`config.mk`:
```
export PLATFORM = sky130hd
export DESIGN_NAME = decode
export DESIGN_NICKNAME = d
export VERILOG_FILES = /design/src/rtl/cpu_defs_pkg.sv /design/src/rtl/regfile.sv /design/src/rtl/decode.sv
export SDC_FILE = /design/constraint.sdc
export NUM_CORES = 2
export LEC_CHECK = 0
export BUFFER_PORTS_ARGS = -buffer_cell sky130_fd_sc_hd__buf_2
export CORE_ASPECT_RATIO = 0.6
export CORE_MARGIN = 2
export CORE_UTILIZATION = 62
export CTS_CLUSTER_DIAMETER = 40
export DETAILED_ROUTE_END_ITERATION = 10
export PLACE_DENSITY = 0.81
export SLEW_MARGIN = 20
export SYNTH_ARGS = -nofsm -noshare
export SYNTH_HDL_FRONTEND = slang
export SYNTH_HIERARCHICAL = 1
export SYNTH_SLANG_ARGS = --single-unit
export TNS_END_PERCENT = 10
```
`constraint.sdc`:
```
create_clock -name clock -period 5.4 [get_ports clock]
set_clock_uncertainty 0.1 [all_clocks]
set_input_delay 1.08 -clock clock [delete_from_list [all_inputs] [get_ports clock]]
set_output_delay 1.08 -clock clock [all_outputs]
set_load 0.02 [all_outputs]
```
`src/rtl/cpu_defs_pkg.sv`:
```
// Shared MIPS32-subset definitions: opcodes, functs, ALU ops, fetch redirect types, ID/EX payload.
package cpu_defs_pkg;

  localparam int unsigned XLEN    = 32;
  localparam int unsigned REG_AW  = 5;
  localparam int unsigned NREGS   = 32;
  localparam int unsigned ALUOP_W = 4;

  localparam logic [5:0] OP_RTYPE = 6'h00;
  localparam logic [5:0] OP_J     = 6'h02;
  localparam logic [5:0] OP_JAL   = 6'h03;
  localparam logic [5:0] OP_BEQ   = 6'h04;
  localparam logic [5:0] OP_BNE   = 6'h05;
  localparam logic [5:0] OP_ADDI  = 6'h08;
  localparam logic [5:0] OP_ANDI  = 6'h0C;
  localparam logic [5:0] OP_ORI   = 6'h0D;
  localparam logic [5:0] OP_LUI   = 6'h0F;
  localparam logic [5:0] OP_LW    = 6'h23;
  localparam logic [5:0] OP_SW    = 6'h2B;

  localparam logic [5:0] FN_SLL = 6'h00;
  localparam logic [5:0] FN_SRL = 6'h02;
  localparam logic [5:0] FN_JR  = 6'h08;
  localparam logic [5:0] FN_ADD = 6'h20;
  localparam logic [5:0] FN_SUB = 6'h22;
  localparam logic [5:0] FN_AND = 6'h24;
  localparam logic [5:0] FN_OR  = 6'h25;
  localparam logic [5:0] FN_SLT = 6'h2A;

  typedef enum logic [ALUOP_W-1:0] {
    ALU_ADD   = 4'd0,
    ALU_SUB   = 4'd1,
    ALU_AND   = 4'd2,
    ALU_OR    = 4'd3,
    ALU_SLT   = 4'd4,
    ALU_SLL   = 4'd5,
    ALU_SRL   = 4'd6,
    ALU_PASSA = 4'd7,
    ALU_PASSB = 4'd8
  } aluop_e;

  typedef enum logic [1:0] {
    PC_BRANCH = 2'b00,
    PC_REG    = 2'b01,
    PC_JUMP   = 2'b10,
    PC_EXCEPT = 2'b11
  } selpctype_e;

  typedef struct packed {
    logic [XLEN-1:0]    rega;
    logic [XLEN-1:0]    regb;
    logic [XLEN-1:0]    imedext;
    logic [XLEN-1:0]    nextpc;
    logic [ALUOP_W-1:0] aluop;
    logic [REG_AW-1:0]  regdest;
    logic               writereg;
    logic               memread;
    logic               memwrite;
    logic               selalusrc;
  } id_ex_t;

  function automatic logic [XLEN-1:0] sext16(input logic [15:0] x);
    return {{16{x[15]}}, x};
  endfunction

endpackage

```
`src/rtl/regfile.sv`:
```
// 32x32 register file, 2 read / 1 write; $0 hardwired to zero.
// DECODE_WB_BYPASS_EN forwards the same-cycle write data to the read ports.
module regfile
  import cpu_defs_pkg::*;
(
  input  logic              clock,
  input  logic              reset,
  input  logic [REG_AW-1:0] rs_addr,
  input  logic [REG_AW-1:0] rt_addr,
  output logic [XLEN-1:0]   rs_data,
  output logic [XLEN-1:0]   rt_data,
  input  logic              wr_en,
  input  logic [REG_AW-1:0] wr_addr,
  input  logic [XLEN-1:0]   wr_data
);

  logic [XLEN-1:0] regs [NREGS];

  always_ff @(posedge clock) begin
    if (reset) begin
      for (int i = 0; i < int'(NREGS); i++) regs[i] <= '0;
    end else if (wr_en && (wr_addr != '0)) begin
      regs[wr_addr] <= wr_data;
    end
  end

  always_comb begin
    rs_data = (rs_addr == '0) ? '0 : regs[rs_addr];
    rt_data = (rt_addr == '0) ? '0 : regs[rt_addr];
`ifdef DECODE_WB_BYPASS_EN
    if (wr_en && (wr_addr != '0) && (wr_addr == rs_addr)) rs_data = wr_data;
    if (wr_en && (wr_addr != '0) && (wr_addr == rt_addr)) rt_data = wr_data;
`endif
  end

endmodule

```
`src/rtl/decode.sv`:
```
// MIPS32-subset decode stage: fetch redirect (combinational) and registered ID/EX payload.
// Optional macro DECODE_WB_BYPASS_EN enables write-back forwarding inside regfile.
module decode
  import cpu_defs_pkg::*;
(
  input  logic               clock,
  input  logic               reset,
  input  logic [XLEN-1:0]    if_id_instruc,
  input  logic [XLEN-1:0]    if_id_nextpc,
  input  logic               ex_if_stall,
  input  logic               wb_id_writereg,
  input  logic [REG_AW-1:0]  wb_id_regdest,
  input  logic [XLEN-1:0]    wb_id_data,
  output logic               id_if_selpcsource,
  output logic [1:0]         id_if_selpctype,
  output logic [XLEN-1:0]    id_if_pcimd2ext,
  output logic [XLEN-1:0]    id_if_rega,
  output logic [XLEN-1:0]    id_if_pcindex,
  output logic [XLEN-1:0]    id_ex_rega,
  output logic [XLEN-1:0]    id_ex_regb,
  output logic [XLEN-1:0]    id_ex_imedext,
  output logic [XLEN-1:0]    id_ex_nextpc,
  output logic [ALUOP_W-1:0] id_ex_aluop,
  output logic [REG_AW-1:0]  id_ex_regdest,
  output logic               id_ex_writereg,
  output logic               id_ex_memread,
  output logic               id_ex_memwrite,
  output logic               id_ex_selalusrc
);

  logic [5:0]        opcode, funct;
  logic [REG_AW-1:0] rs, rt, rd;
  logic [15:0]       imm16;
  logic [XLEN-1:0]   rs_val, rt_val, imm_sext;

  assign opcode   = if_id_instruc[31:26];
  assign rs       = if_id_instruc[25:21];
  assign rt       = if_id_instruc[20:16];
  assign rd       = if_id_instruc[15:11];
  assign imm16    = if_id_instruc[15:0];
  assign funct    = if_id_instruc[5:0];
  assign imm_sext = sext16(imm16);

  regfile u_regfile (
    .clock   (clock),
    .reset   (reset),
    .rs_addr (rs),
    .rt_addr (rt),
    .rs_data (rs_val),
    .rt_data (rt_val),
    .wr_en   (wr_id_we_unused_guard(wb_id_writereg)),
    .wr_addr (wb_id_regdest),
    .wr_data (wb_id_data)
  );

  function automatic logic wr_id_we_unused_guard(input logic we);
    return we;
  endfunction

  id_ex_t            id_ex_d, id_ex_q;
  logic              redirect, illegal, writes;
  logic [REG_AW-1:0] dest;
  selpctype_e        selpctype;

  // Instruction decode: next ID/EX payload plus redirect request.
  always_comb begin
    id_ex_d         = '0;
    id_ex_d.rega    = rs_val;
    id_ex_d.regb    = rt_val;
    id_ex_d.imedext = imm_sext;
    id_ex_d.nextpc  = if_id_nextpc;
    id_ex_d.aluop   = ALU_ADD;
    dest            = '0;
    writes          = 1'b0;
    illegal         = 1'b0;
    redirect        = 1'b0;
    selpctype       = PC_BRANCH;
    case (opcode)
      OP_RTYPE: begin
        dest   = rd;
        writes = 1'b1;
        case (funct)
          FN_ADD:  id_ex_d.aluop = ALU_ADD;
          FN_SUB:  id_ex_d.aluop = ALU_SUB;
          FN_AND:  id_ex_d.aluop = ALU_AND;
          FN_OR:   id_ex_d.aluop = ALU_OR;
          FN_SLT:  id_ex_d.aluop = ALU_SLT;
          FN_SLL:  id_ex_d.aluop = ALU_SLL;
          FN_SRL:  id_ex_d.aluop = ALU_SRL;
          FN_JR: begin
            writes    = 1'b0;
            redirect  = 1'b1;
            selpctype = PC_REG;
          end
          default: illegal = 1'b1;
        endcase
      end
      OP_J: begin
        redirect  = 1'b1;
        selpctype = PC_JUMP;
      end
      OP_JAL: begin
        redirect      = 1'b1;
        selpctype     = PC_JUMP;
        dest          = REG_AW'(31);
        writes        = 1'b1;
        id_ex_d.rega  = if_id_nextpc + 32'd8;
        id_ex_d.aluop = ALU_PASSA;
      end
      OP_BEQ: begin
        id_ex_d.aluop = ALU_SUB;
        redirect      = (rs_val == rt_val);
      end
      OP_BNE: begin
        id_ex_d.aluop = ALU_SUB;
        redirect      = (rs_val != rt_val);
      end
      OP_ADDI, OP_ANDI, OP_ORI, OP_LUI, OP_LW: begin
        dest              = rt;
        writes            = 1'b1;
        id_ex_d.selalusrc = 1'b1;
        case (opcode)
          OP_ANDI: begin
            id_ex_d.aluop   = ALU_AND;
            id_ex_d.imedext = {16'h0000, imm16};
          end
          OP_ORI: begin
            id_ex_d.aluop   = ALU_OR;
            id_ex_d.imedext = {16'h0000, imm16};
          end
          OP_LUI: begin
            id_ex_d.aluop   = ALU_PASSB;
            id_ex_d.imedext = {imm16, 16'h0000};
          end
          OP_LW:   id_ex_d.memread = 1'b1;
          default: id_ex_d.aluop = ALU_ADD;
        endcase
      end
      OP_SW: begin
        id_ex_d.memwrite  = 1'b1;
        id_ex_d.selalusrc = 1'b1;
      end
      default: illegal = 1'b1;
    endcase
    if (illegal) begin
      id_ex_d   = '0;
      redirect  = 1'b1;
      selpctype = PC_EXCEPT;
    end else begin
      // Writes to $0 (including the all-zero NOP) never reach write-back.
      id_ex_d.writereg = writes && (dest != '0);
      id_ex_d.regdest  = id_ex_d.writereg ? dest : '0;
    end
  end

  assign id_if_selpcsource = redirect & ~ex_if_stall;
  assign id_if_selpctype   = selpctype;
  assign id_if_pcimd2ext   = if_id_nextpc + 32'd4 + {imm_sext[29:0], 2'b00};
  assign id_if_rega        = rs_val;
  assign id_if_pcindex     = {if_id_nextpc[31:28], if_id_instruc[25:0], 2'b00};

  always_ff @(posedge clock) begin
    if (reset)             id_ex_q <= '0;
    else if (!ex_if_stall) id_ex_q <= id_ex_d;
  end

  assign id_ex_rega      = id_ex_q.rega;
  assign id_ex_regb      = id_ex_q.regb;
  assign id_ex_imedext   = id_ex_q.imedext;
  assign id_ex_nextpc    = id_ex_q.nextpc;
  assign id_ex_aluop     = id_ex_q.aluop;
  assign id_ex_regdest   = id_ex_q.regdest;
  assign id_ex_writereg  = id_ex_q.writereg;
  assign id_ex_memread   = id_ex_q.memread;
  assign id_ex_memwrite  = id_ex_q.memwrite;
  assign id_ex_selalusrc = id_ex_q.selalusrc;

endmodule

```
==> impl_results.md <==
* Status: finished, violations left
* Violated checks: setup timing
* Register area share after synthesis at 0.5316
* Crit-path max FO at 7
* Finished Core Util at 0.7406
* Total grt overflow at 0
* DRC viols at 0
* Die footprint at 104500 sq um
* GRT Util Overall at 0.4296
* CP Launch Type: input pin
* Number of flops mapped to enable cells by yosys at 1024
* Synthesized area per cell at 13.71 sq um
* Post-CTS Hold Fix Bufs at 0
* I/O Buffers at 342
* Simple-Gate Fraction of Synth Area at 0.1472
* CP required at 4.22 ns
* Leading cell type in the layout, fill and taps excluded: edfxtp_1
* GR peak layer: met1
* Commonest non-fill, non-tap cells in the layout: edfxtp_1 (1024), and2_1 (999), mux4_2 (472)
* Grt met3 use at 0.1865
* CTS sink cnt at 1165
* Die H at 251.2 microns
* Reg-to-reg endpoint: id_ex_rega[8]
* Post-synthesis xor/xnor area fraction at 0.01151
* RSZ-0062 raised after global routing: yes
* Tightest Pin Transition at 1.191 ns
* Main combinational cell family by area after synthesis: multiplexers
* Min cycle time layout at 5.817 ns
* Die width at 416.0 microns
* Gpl congestion at 1.046
* Mapped cell area at 63160 sq um
* Initial core utilization at 0.6267
* Largest net degree at the start of global routing at 116
* Async SR Flop Fraction at 0
* Vias/cell at 7.319
* Met2 usage at 0.5847
* Layout net count at 5317
* Clock Tree Root: clkbuf_16
* DR iter-0 viols at 10200
* DR pass1 iterations at 8
* Max-slew violation count at 0
* Core box area at 100800 sq um
* Final setup fails at 1
* Post-DP HPWL at 149900 microns
* H-tree depth at 3
* #FFs+latches synth at 1165
* Met1 global-route usage at 0.5988
* Via count at 48240
* Leak Pwr at 0.02758 uW
* First-pass GRT wire length at 322000 microns
* CTS tree: built
* Synth Area in Compound Gates at 0.06177
* P per Cell Area at 307.8 nW/um^2
* Achievable Freq at 0.1719 GHz
* Hold/Removal Path Class: reg -> reg
* Worst r2r path cells at 10
* Worst Hold Path EP: id_ex_regb[13]
* Period Utilization, post-route at 1.077
* # Max-Cap Violations at 0
* Post-Layout Cell Count at 6592
* Adder and majority gate portion of the synthesized area at 0.01181
* Setup crit end kind: output pin
* Site row count at 90
* Vias in the first global route at 46340
* Yosys Warn Count at 6
* Hold depth at 2
* CTS Buf Count at 115
* Final WL at 227000 microns
* Final setup margin at -0.4173 ns
* Post-route ant nets at 0
* Clock Tree Buf Depth at 3
* Top Ports at 345
* Share of cells above drive strength 1 at 0.3378
* Inst Count DP at 6314
* Initial antenna violation count at 16
* Clk pin slew, worst setup/hold paths at 0.07 ns
* Slew margin rel. at 0.2001
* HP Start: id_ex_regb[13]
* Post-synthesis mux area share at 0.1976
* WS Path Type: in -> out
* Critical R2R Launch: u_regfile/regs[22][8]
* Ys flop type: edfxtp_1
* R2R setup slack at 2.54 ns
* Avg WL per Cell at 34.44 microns
* Peak VDD IR at 0.0003175 V
* CP arrival at 4.64 ns
* Synth unique cells at 89
* Final hold violations at 0
* Area grow syn2layout at 18.18%
* Clk_lat worst skew at 0.74 ns
* Cells after synthesis at 4607
[cell type report]
| type | count | area (sq um) |
|---|---|---|
| diodes | 10 | 25.02 |
| clock buffers | 138 | 3120 |
| clock inverters | 74 | 758.2 |
| fillers | 6042 | 26150 |
| inverters | 17 | 63.81 |
| multi-input cells | 2968 | 28330 |
| flip-flops and latches | 1165 | 33570 |
| well taps | 1334 | 1669 |
| repair buffers | 886 | 7094 |
[cells in the mapped netlist (41+ instances only)]
master	number	share of area
edfxtp_1	1024	0.49
and2_1	1001	0.099
mux4_2	472	0.17
clkbuf_1	313	0.019
a21oi_1	155	0.012
mux2i_1	151	0.024
nand2_1	149	0.0089
dfxtp_1	141	0.045
nor2_1	134	0.0080
o22ai_1	103	0.010
buf_2	70	0.0055
nand3b_1	70	0.0083
nor3_1	67	0.0053
buf_4	66	0.0078
a22o_1	64	0.0089
xnor2_1	59	0.0082
ha_1	58	0.011
a2111oi_1	41	0.0065
[worst max-delay path: stages]
cell and delay [ns]:
buf_16 0.18, buf_12 0.17, buf_4 0.12, mux4_2 0.50, nor2b_1 0.17, a2111oi_2 0.43, nor4b_1 0.12, buf_4 0.17
xnor2_2 0.13, buf_4 0.12, nand4_1 0.19, nor4_2 0.33, buf_4 0.18, nand2_4 0.08, xnor2_2 0.13, a21oi_1 0.07
a21oi_1 0.23, buf_4 0.18
[cells by family after synthesis]
kind of cell | Yosys count
XOR/XNOR | 83
AND/OR/NAND/NOR | 1575
multiplexers | 653
buffers and inverters | 506
other | 2
AO/OA/AOI/OAI | 564
adder cells (fa/ha/maj) | 59
flip-flops | 1165
[power by group]
group | total [uW] | internal [uW] | switching (uW)
clock network | 8400 | 4720 | 3680
logic | 4020 | 1690 | 2330
registers | 10600 | 10300 | 303
[what timing repair did]
action	in CTS	in global routing
pin swaps	53	29
endpoints found under the setup margin	1	4
gates cloned	6	0
setup buffers	31	21
resized for setup	202	47
[state kept, by name, summed over array words and instances, names as in the netlist, 4 cells and up]
name and flops:
id_ex_rega 32, id_ex_imedext 32, id_ex_regdest 5, id_ex_aluop 4
id_ex_nextpc 32, id_ex_regb 32, u_regfile/regs 1024
[worst max path at each step]
stage	start	to	slack, ns	cells after the start
2_1_floorplan	if_id_instruc[21]	id_if_selpcsource	0.04	14
3_3_place_gp	if_id_instruc[16]	id_if_selpcsource	-1.18	17
3_5_place_dp	if_id_instruc[16]	id_if_selpcsource	-1.14	17
4_1_cts	if_id_instruc[22]	id_if_selpcsource	-0.21	16
5_1_grt	if_id_instruc[16]	id_if_selpcsource	-0.42	16
6_report	if_id_instruc[16]	id_if_selpcsource	-0.42	18
[stage by stage]
| step | power [uW] | hold WS, ns | cell area [sq um] | setup WS [ns] | setup TNS, ns |
|---|---|---|---|---|---|
| global placement | 14170 | 0.3404 | 68740 | -1.178 | -1.178 |
| detailed placement | 14260 | 0.3511 | 68770 | -1.144 | -1.144 |
| floorplan | 12650 | 0.4242 | 63300 | 0.04393 | 0 |
| global route | 23390 | 0.3721 | 74620 | -0.4186 | -0.4186 |
| finish | 22980 | 0.3612 | 74640 | -0.4173 | -0.4173 |
| CTS | 22680 | 0.3589 | 74170 | -0.2140 | -0.2140 |
[per-layer routing]
layer | vias to the layer above | routed length [microns]
met5 | - | 137
met4 | 22 | 12530
met3 | 931 | 43290
met2 | 5140 | 92520
met1 | 23560 | 78530
li1 | 18590 | -
(Power assumes the default switching activity.)
